===== src/rtl/pc_sequencer.sv =====
// Program-counter sequencer: next-PC selection (stall, branch, jump, call, jr, ret)
// with a circular return-address stack for call/return.
module pc_sequencer #(
    parameter int              PC_W      = 32,
    parameter int              IMM_W     = 6,
    parameter int              JADDR_W   = 12,
    parameter int              RAS_DEPTH = 4,
    parameter logic [PC_W-1:0] RESET_PC  = '0
) (
    input  logic                         clock,
    input  logic                         reset,
    input  logic                         stall,
    input  logic                         branch,
    input  logic                         branch_ne,
    input  logic                         alu_zero,
    input  logic [IMM_W-1:0]             imm,
    input  logic                         jump,
    input  logic                         call,
    input  logic [JADDR_W-1:0]           jump_target,
    input  logic                         ret,
    input  logic                         jr,
    input  logic [PC_W-1:0]              jr_target,
    output logic [PC_W-1:0]              pc,
    output logic [PC_W-1:0]              pc_plus_1,
    output logic [$clog2(RAS_DEPTH):0]   ras_count,
    output logic                         ras_overflow,
    output logic                         ras_underflow,
    output logic                         redirected
);

    localparam int PTR_W = $clog2(RAS_DEPTH);
    localparam int CNT_W = PTR_W + 1;

    logic [PC_W-1:0]  ras_mem [RAS_DEPTH];
    logic [PTR_W-1:0] ras_ptr;   // next free slot; top of stack is ras_ptr-1

    logic [PC_W-1:0]  imm_ext;
    logic [PC_W-1:0]  branch_target;
    logic [PC_W-1:0]  jump_addr;
    logic [PC_W-1:0]  ras_top;
    logic             taken;
    logic             ras_empty;
    logic             ras_full;

    logic [PC_W-1:0]  next_pc;
    logic             do_push;
    logic             do_pop;
    logic             next_redirected;
    logic             set_underflow;

    assign pc_plus_1     = pc + PC_W'(1);
    assign imm_ext       = {{(PC_W-IMM_W){imm[IMM_W-1]}}, imm};
    assign branch_target = pc_plus_1 + imm_ext;
    assign jump_addr     = {pc_plus_1[PC_W-1:JADDR_W], jump_target};
    assign taken         = (branch & alu_zero) | (branch_ne & ~alu_zero);
    assign ras_top       = ras_mem[ras_ptr - PTR_W'(1)];
    assign ras_empty     = (ras_count == '0);
    assign ras_full      = (ras_count == CNT_W'(RAS_DEPTH));

    // Priority chain: only the winning request produces side effects.
    always_comb begin
        // NOTE: every output of this block gets a default first so no latch is inferred.
        next_pc         = pc_plus_1;
        do_push         = 1'b0;
        do_pop          = 1'b0;
        next_redirected = 1'b0;
        set_underflow   = 1'b0;
        if (ret) begin
            if (!ras_empty) begin
                next_pc         = ras_top;
                do_pop          = 1'b1;
                next_redirected = 1'b1;
            end else begin
                set_underflow   = 1'b1;
            end
        end else if (jr) begin
            next_pc         = jr_target;
            next_redirected = 1'b1;
        end else if (call) begin
            next_pc         = jump_addr;
            do_push         = 1'b1;
            next_redirected = 1'b1;
        end else if (jump) begin
            next_pc         = jump_addr;
            next_redirected = 1'b1;
        end else if (taken) begin
            next_pc         = branch_target;
            next_redirected = 1'b1;
        end
    end

    // NOTE: sequential state uses non-blocking assignments so all registers update together.
    always_ff @(posedge clock) begin
        if (reset) begin
            pc            <= RESET_PC;
            ras_ptr       <= '0;
            ras_count     <= '0;
            ras_overflow  <= 1'b0;
            ras_underflow <= 1'b0;
            redirected    <= 1'b0;
        end else if (!stall) begin
            pc         <= next_pc;
            redirected <= next_redirected;
            if (do_push) begin
                ras_ptr <= ras_ptr + PTR_W'(1);
                if (ras_full) begin
                    ras_overflow <= 1'b1;
                end else begin
                    ras_count <= ras_count + CNT_W'(1);
                end
            end
            if (do_pop) begin
                ras_ptr   <= ras_ptr - PTR_W'(1);
                ras_count <= ras_count - CNT_W'(1);
            end
            if (set_underflow) begin
                ras_underflow <= 1'b1;
            end
        end
    end

    // NOTE: stack storage has no reset; entries beyond ras_count are never read.
    always_ff @(posedge clock) begin
        if (!reset && !stall && do_push) begin
            ras_mem[ras_ptr] <= pc_plus_1;
        end
    end

endmodule


===== config.mk =====
export PLATFORM = sky130hd
export DESIGN_NAME = pc_sequencer
export DESIGN_NICKNAME = d
export VERILOG_FILES = /design/src/rtl/pc_sequencer.sv
export SDC_FILE = /design/constraint.sdc
export NUM_CORES = 1
export LEC_CHECK = 0
export CAP_MARGIN = 40
export CORE_MARGIN = 2
export CORE_UTILIZATION = 60
export CTS_CLUSTER_DIAMETER = 50
export DETAILED_ROUTE_END_ITERATION = 6
export PLACE_DENSITY = 0.86
export REMOVE_ABC_BUFFERS = 1
export SYNTH_ARGS = -nofsm -noshare
export SYNTH_HDL_FRONTEND = slang
export SYNTH_SLANG_ARGS = --single-unit

===== constraint.sdc =====
create_clock -name clock -period 11.8 [get_ports clock]
set_clock_uncertainty 0.15 [all_clocks]
set_input_delay 1.77 -clock clock [delete_from_list [all_inputs] [get_ports clock]]
set_output_delay 1.77 -clock clock [all_outputs]
set_load 0.1 [all_outputs]

**Yosys cells after proc, flatten, opt, wreduce, memory -nomap -nowiden**

Memories as Yosys holds them, arrays and structs flattened.
Index checks and enable logic that the tools add are counted.

- Flip-flop bits (word level): 40
- RAM bits: 128
- Bits of input ports: 60
- Output and inout port bits: 70
- Word-level logic and storage cells: 55
- Memories kept: 1

- $add $sub $neg: 6
- Equal/unequal tests: 2
- Muxes and demuxes: 25
- Bitwise gates (word level): 5
- Reductions and logical operators: 10

Memories:

| name | words | width | rd ports | clocked after memory_dff | wr ports | RTL line | text |
|---|---|---|---|---|---|---|---|
| ras_mem | 4 | 32 | 1 | 0 | 1 | 34 | `logic [PC_W-1:0] ras_mem [RAS_DEPTH];` |

Operator list:

| kind | count |
|---|---|
| 32-bit 2-to-1 mux | 6 |
| 32-bit by 1-bit adder with 32-bit output, second input constant | 1 |
| 32-bit adder | 1 |
| 1-bit 2-to-1 mux | 14 |
| 3-bit 2-to-1 mux | 3 |
| 3-bit AND reduction | 2 |
| 2-bit 2-to-1 mux | 2 |
| 2-bit AND reduction | 2 |
| 3-bit by 1-bit adder with 3-bit output, second input constant | 1 |
| 3-bit equality test, second input constant | 1 |
| 3-bit logical NOT | 1 |
| 3-bit by 1-bit subtractor with 3-bit output, second input constant | 1 |
| 2-bit by 1-bit adder with 2-bit output, second input constant | 1 |
| 1-bit bitwise AND | 2 |
| 1-bit logical AND | 2 |
| 1-bit logical NOT | 2 |
| 2-bit by 1-bit inequality test with 1-bit output, second input constant | 1 |
| 1-bit NOT | 2 |
| 2-bit nonzero test | 1 |
| 2-bit by 1-bit subtractor with 2-bit output, second input constant | 1 |
| 1-bit OR | 1 |

**Longest topological paths before layout**

Gate-level depths: netlist of the first run.

- Depth in word-level cells: 8
- Depth in mapped cells: 17
- Mapped depth without buffers: 16

**Worst setup path before layout of the first run**

OpenSTA, ideal clock, no wires.

- Path kind: flip-flop to output port
- Start point: register pc[0]
- End point: output pc_plus_1[30]
- Arrival: 4.101 ns
- Data required time: 9.880 ns
- Path slack: 5.779 ns
- Cell stages (with the launch flop): 7
- Buffers on the path: 0
- Path through: dfxtp_1 ha_1 nand3_1 or2_2 nor3_2 nand4_1 xnor2_1

- Longest elaborated chain between the ends: 1

Ends and longest elaborated chain:

| element | RTL line | text |
|---|---|---|
| from (decl) | 23 | `output logic [PC_W-1:0] pc,` |
| from (signal assigned) | 102 | `pc <= next_pc;` |
| 32-bit by 1-bit adder with 32-bit output | 51 | `assign pc_plus_1 = pc + PC_W'(1);` |
| to (decl) | 24 | `output logic [PC_W-1:0] pc_plus_1,` |

Every way passes these cells.

**Worst setup path in the final report of the first run**

- Start point: register pc[1]
- End point: output pc_plus_1[30]

The elaborated chain is that of the path after synthesis.

==> results.sh, run 1 <==
export IMPL_period_needed_ps=5940
export IMPL_end_kind="output port"
export IMPL_p_leak_nw=4.90
export IMPL_whs_ps=370
export IMPL_yosys_top_cells_area="edfxtp_1 (39%), dfxtp_1 (8.1%), mux4_2 (7.3%)"
export IMPL_finalCritPeriodShare=0.503
export IMPL_rsz0062_at_grt="no"
export IMPL_layout_drive_gt1_share=0.164
export IMPL_worstMarginPinSlew_ps=1070
export IMPL_grt_ovfl_total=0
export IMPL_arrival_ps=4020
export IMPL_dp_hpwl_um=24000
export IMPL_cts_hold_fix_buffers=0
export IMPL_combPwrFrac=0.323
export IMPL_seq_area_frac_synth=0.470
export IMPL_grt_max_degree=43
export IMPL_avgSynthCellArea_um2=10.8
export IMPL_drv_cap=0
export IMPL_cts_buffers=17
export IMPL_clk_pin_slew_ps=70
export IMPL_synth_edf_count=128
export IMPL_insertion_delay_ps=450
export IMPL_tritoncts="done"
export IMPL_worst_slack_ps=5860
export IMPL_power_frac_seq=0.366
export IMPL_finalNonFillerCells=1343
export IMPL_synth_cell_types=80
export IMPL_power_switching_mw=0.652
export IMPL_ant_nets=0
export IMPL_cts_htree_levels=4
export IMPL_final_fill_count=850
export IMPL_syn_area_um2=9870
export IMPL_min_path_type="flip-flop to flip-flop"
export IMPL_hold_viol=0
export IMPL_fmax_mhz=168
export IMPL_antenna_found_initial=0
export IMPL_nets=1219
export IMPL_cts_resized=0
export IMPL_slew_headroom=0.281
export IMPL_maxSlewViolCount=0
export IMPL_io_pin_count=130
export IMPL_power_density_nw_per_um2=139
export IMPL_pwr_share_clk=0.311
export IMPL_core_area_um2=16000
export IMPL_ys_seq_elements=168
export IMPL_fp_dieW_um=132
export IMPL_grt_use_total=0.433
export IMPL_cts_setup_buffers=0
export IMPL_synth_largest_area_cell="edfxtp_1"
export IMPL_synthTopCellsByCount="edfxtp_1 (128), nand2_1 (90), a21oi_1 (79)"
export IMPL_synthArstFlopShare=0
export IMPL_synthCells=917
export IMPL_drtPass1Iterations=7
export IMPL_port_buffer_count=129
export IMPL_p_int_mw=1.19
export IMPL_totalWireLength_um=37200
export IMPL_rows=46
export IMPL_cts_sinks=168
export IMPL_vias=9677
export IMPL_initial_core_util=0.617
export IMPL_avgRoutedWirePerCell_um=27.7
export IMPL_synth_flop_cell="edfxtp_1"
export IMPL_setup_violations=0
export IMPL_violations="design-rule violations"
export IMPL_placed_cells_incl_taps=1311
export IMPL_antenna_cells=0
export IMPL_drcViolationCount=102
export IMPL_yosys_warnings=0
export IMPL_cp_max_fo=7
export IMPL_tns_ps=0
export IMPL_grt_pass1_vias=9673
export IMPL_grt_pass1_wl_um=57000
export IMPL_place_congestion=0.949
export IMPL_dieArea_um2=17500
export IMPL_routed_via_density=7.21
export IMPL_dpl_instance_area_um2=12700
export IMPL_cts_root_buf="clkbuf_16"
export IMPL_clock_path_buffers=2
export IMPL_total_power_mw=1.84
export IMPL_die_h_um=132
export IMPL_crit_required_ps=9880
export IMPL_yosysTopAreaCellShare=0.389
export IMPL_dp_slack_ps=6240
export IMPL_p_sw_frac=0.354
export IMPL_synth_most_common_cell="edfxtp_1"
export IMPL_outcome="finished, violations left"
export IMPL_area_growth_pct=34.4
export IMPL_cp_start_kind="flip-flop"
export IMPL_ir_worst_vdd_uv=114
export IMPL_crit_type="flip-flop to output port"
export IMPL_fin_util=0.829
export IMPL_final_cell_area_um2=13300
export IMPL_drt_iter0_drc=2033
-- registers in the layout (all words and copies together) (netlist names) --
register / count
ras_mem: 128
pc: 32
ras_count: 3
ras_ptr: 2
ras_overflow: 1
ras_underflow: 1
redirected: 1
-- cell families (layout without fill, tap and decap cells) --
| logic type | after synthesis | after routing | share of synthesized area |
|---|---|---|---|
| simple gates | 268 | 268 | 0.133 |
| fa+ha+maj | 45 | 45 | 0.0585 |
| compound gates | 266 | 266 | 0.178 |
| flops | 168 | 168 | 0.470 |
| buf+inv | 75 | 285 | 0.0294 |
| mux | 42 | 42 | 0.0836 |
| xor+xnor | 53 | 53 | 0.0470 |
-- layout make-up --
class / instances / area, µm² / area share
Clock buffer: 19 / 443 / 0.0334
Clock inverter: 13 / 145 / 0.0109
Inverter: 30 / 113 / 0.00848
Multi-Input combinational cell: 674 / 4940 / 0.373
Sequential cell: 168 / 4650 / 0.350
Tap cell: 216 / 270 / 0.0204
Timing Repair Buffer: 223 / 2710 / 0.204
-- worst paths after layout --
check,startpoint,slack [ps],to,cells past startpoint
max reg2reg,pc[1]$_SDFFE_PP0N_,6780,pc[31]$_SDFFE_PP0N_,16
min,ras_overflow$_SDFFE_PP0P_,370,ras_overflow$_SDFFE_PP0P_,1
max,pc[1]$_SDFFE_PP0N_,5860,pc_plus_1[30],8
min reg2reg,ras_overflow$_SDFFE_PP0P_,370,ras_overflow$_SDFFE_PP0P_,1
-- worst max-delay path, stage by stage, from the launching register on --
cell	delay [ps]
dfxtp_1	440
ha_1	310
nand3_1	180
or2_2	430
nor3_2	450
nand4_1	260
xnor2_1	620
clkdlybuf4s50_1	660
buf_8	210
-- layer usage --
metal	share of wire	vias to the layer above	track usage
li1	-	3914	-
met1	0.33	4454	0.530
met2	0.45	985	0.677
met3	0.14	324	0.137
met4	0.082	0	0.256
met5	0	-	0
-- cells in the final DEF (no fill, tap or decap), types with 5 or more instances in the layout --
master | netlist | routed
mux2i_1 | 6 | 6
xnor2_1 | 35 | 35
and4_1 | 5 | 5
o31ai_1 | 7 | 7
nor3_1 | 15 | 14
o21ai_0 | 45 | 45
buf_8 | 0 | 55
inv_1 | 29 | 29
clkdlybuf4s50_1 | 0 | 129
buf_16 | 0 | 15
a221oi_1 | 6 | 6
a21o_1 | 13 | 13
buf_4 | 0 | 24
a31oi_1 | 7 | 7
o221ai_1 | 7 | 7
clkbuf_16 | 0 | 17
o21a_1 | 15 | 15
nand2_1 | 90 | 90
o211ai_1 | 8 | 8
o22ai_1 | 10 | 10
a22oi_1 | 8 | 8
nand3_1 | 24 | 24
nor2_1 | 68 | 68
ha_1 | 43 | 43
a21oi_1 | 79 | 79
mux4_2 | 32 | 32
and3_1 | 17 | 17
edfxtp_1 | 128 | 128
xor2_1 | 18 | 18
a211oi_1 | 15 | 15
dfxtp_1 | 40 | 39
nand4_1 | 13 | 13
-- power by group through the flow --
stage / registers, mW / logic (mW) / clock network, mW
4_1_cts: 0.672 / 0.581 / 0.569
2_1_floorplan: 0.757 / 0.263 / 0
3_3_place_gp: 0.683 / 0.477 / 0
5_1_grt: 0.674 / 0.615 / 0.596
6_report: 0.674 / 0.595 / 0.572
3_5_place_dp: 0.684 / 0.568 / 0
(Power assumes the default switching activity.)
==> inputs of run 2 (changes only) <==
CORE_UTILIZATION = 56   (was 60)
PLACE_DENSITY = 0.81   (was 0.86)
clock period = 6.1 ns   (was 11.8 ns; I/O delays follow)
==> run 2 against run 1 <==
The flow now finishes without violations; utilization decreased by 6.3 points; critical path type unchanged; worst hold slack got worse by 26 ps; sequential share of layout area about the same; via count decreased by 4.9%; register-to-register slack got worse by 5400 ps; final area decreased by 0.13%; non-clock buffer count decreased by 3; wire length decreased by 11%.
==> results.sh, run 2 (same netlist as run 1, synthesis figures left out) <==
export IMPL_outcome="completed"
export IMPL_hold_viol=0
export IMPL_setup_violations=0
export IMPL_ant_nets=0
export IMPL_end_kind="output port"
export IMPL_grt_max_degree=43
export IMPL_maxSlewViolCount=0
export IMPL_power_density_nw_per_um2=265
export IMPL_cts_htree_levels=4
export IMPL_clock_path_buffers=2
export IMPL_gr_usage_met2=0.573
export IMPL_p_int_mw=2.30
export IMPL_rows=48
export IMPL_slowest_delay_ps=650
export IMPL_finalCritPeriodShare=0.786
export IMPL_min_path_type="flip-flop to flip-flop"
export IMPL_p_leak_nw=4.89
export IMPL_cts_buffers=17
export IMPL_cts_setup_buffers=0
export IMPL_dieArea_um2=18700
export IMPL_clk_pin_slew_ps=70
export IMPL_placed_cells_incl_taps=1316
export IMPL_period_needed_ps=4790
export IMPL_insertion_delay_ps=440
export IMPL_cts_root_buf="clkbuf_16"
export IMPL_grt_ovfl_total=0
export IMPL_rsz0062_at_grt="no"
export IMPL_critPathSlowestCell="clkdlybuf4s50_1"
export IMPL_cts_hold_fix_buffers=0
export IMPL_drv_cap=0
export IMPL_area_growth_pct=34.2
export IMPL_cp_max_fo=7
export IMPL_cts_resized=0
export IMPL_routed_via_density=6.82
export IMPL_antenna_found_initial=0
export IMPL_largest_reg_flops=128
export IMPL_vias=9200
export IMPL_cp_start_kind="flip-flop"
export IMPL_pwr_share_clk=0.313
export IMPL_cts_sinks=168
export IMPL_nets=1216
export IMPL_core_area_um2=17300
export IMPL_top_usage_layer="met2"
export IMPL_combPwrFrac=0.316
export IMPL_drt_iter0_drc=1373
export IMPL_grt_use_total=0.363
export IMPL_avgRoutedWirePerCell_um=24.5
export IMPL_final_common_cell="clkdlybuf4s50_1"
export IMPL_path_cells="ha_1, nand3_1, or2_2, nor3_2, nand4_1, xnor2_1, clkdlybuf4s50_1, buf_8"
export IMPL_io_pin_count=130
export IMPL_grt_pass1_vias=8953
export IMPL_power_frac_seq=0.370
export IMPL_finalNonFillerCells=1349
export IMPL_totalWireLength_um=33000
export IMPL_fp_dieW_um=137
export IMPL_top_register="ras_mem"
export IMPL_layout_drive_gt1_share=0.163
export IMPL_initial_core_util=0.571
export IMPL_use_met1=0.477
export IMPL_place_congestion=1.02
export IMPL_tritoncts="done"
export IMPL_gr_usage_met3=0.0722
export IMPL_top_regs="ras_mem: 128 flops, pc: 32 flops, ras_count: 3 flops"
export IMPL_tns_ps=0
export IMPL_die_h_um=137
export IMPL_layout_common_cells="clkdlybuf4s50_1 (129), edfxtp_1 (128), nand2_1 (90), a21oi_1 (79), nor2_1 (68)"
export IMPL_drcViolationCount=0
export IMPL_regArea_um2=4650
export IMPL_p_sw_frac=0.345
export IMPL_fmax_mhz=209
export IMPL_crit_type="flip-flop to output port"
export IMPL_power_switching_mw=1.21
export IMPL_drtPass1Iterations=6
export IMPL_ir_worst_vdd_uv=214
export IMPL_arrival_ps=3730
export IMPL_slew_headroom=0.316
export IMPL_worstMarginPinSlew_ps=1020
export IMPL_dp_hpwl_um=22600
export IMPL_grt_pass1_wl_um=50500
export IMPL_antenna_cells=0
export IMPL_crit_required_ps=5030
export IMPL_final_fill_count=1054
export IMPL_multi_input_area_um2=4940
export IMPL_port_buffer_count=129
-- run 2: layer usage --
| layer | vias to the layer above | share of wire |
|---|---|---|
| met2 | 752 | 0.47 |
| met3 | 172 | 0.12 |
| li1 | 3919 | - |
| met5 | - | 0 |
| met4 | 0 | 0.053 |
| met1 | 4357 | 0.36 |
-- run 2: worst max-delay path, delay by kind of cell, from the launching register on --
family,cells,cell delay (ps)
buffers and inverters,2,850
and+or+nand+nor,4,1090
xor gates and xnor gates,1,620
adders and majority gates,1,300
DFF,1,420
-- run 2: final cells by class --
cell class                      instances  share of cell area
Timing Repair Buffer                  220               0.202
Sequential cell                       168               0.351
Clock inverter                         13              0.0109
Tap cell                              225              0.0212
Multi-Input combinational cell        674               0.373
Clock buffer                           19              0.0342
Inverter                               30             0.00850
-- run 2: path summary, 6_finish.rpt --
kind | startpoint | end | slack (ps) | cells past startpoint
setup / recovery | pc[0]$_SDFFE_PP0N_ | pc_plus_1[28] | 1310 | 8
hold / removal | ras_overflow$_SDFFE_PP0P_ | ras_overflow$_SDFFE_PP0P_ | 340 | 1
setup reg to reg | pc[0]$_SDFFE_PP0N_ | pc[31]$_SDFFE_PP0N_ | 1340 | 13
hold reg to reg | ras_overflow$_SDFFE_PP0P_ | ras_overflow$_SDFFE_PP0P_ | 340 | 1
-- run 2: power groups by stage --
stage / registers (mW) / logic [mW] / clock network (mW)
finish: 1.30 / 1.11 / 1.10
global route: 1.30 / 1.16 / 1.15
CTS: 1.30 / 1.09 / 1.10
detailed placement: 1.32 / 1.08 / 0
global placement: 1.32 / 0.914 / 0
floorplan: 1.46 / 0.509 / 0
-- run 2: per-stage QoR --
step	hold slack [ps]	setup WS [ps]	cell area (µm²)	util	power, mW
after floorplan	354	115	9700	-	1.97
after global placement	323	1630	11400	0.662	2.23
after detailed placement	331	1640	12700	0.731	2.40
after CTS	340	1420	13200	0.766	3.49
after global routing	360	1140	13300	0.766	3.60
final	344	1310	13300	0.766	3.51
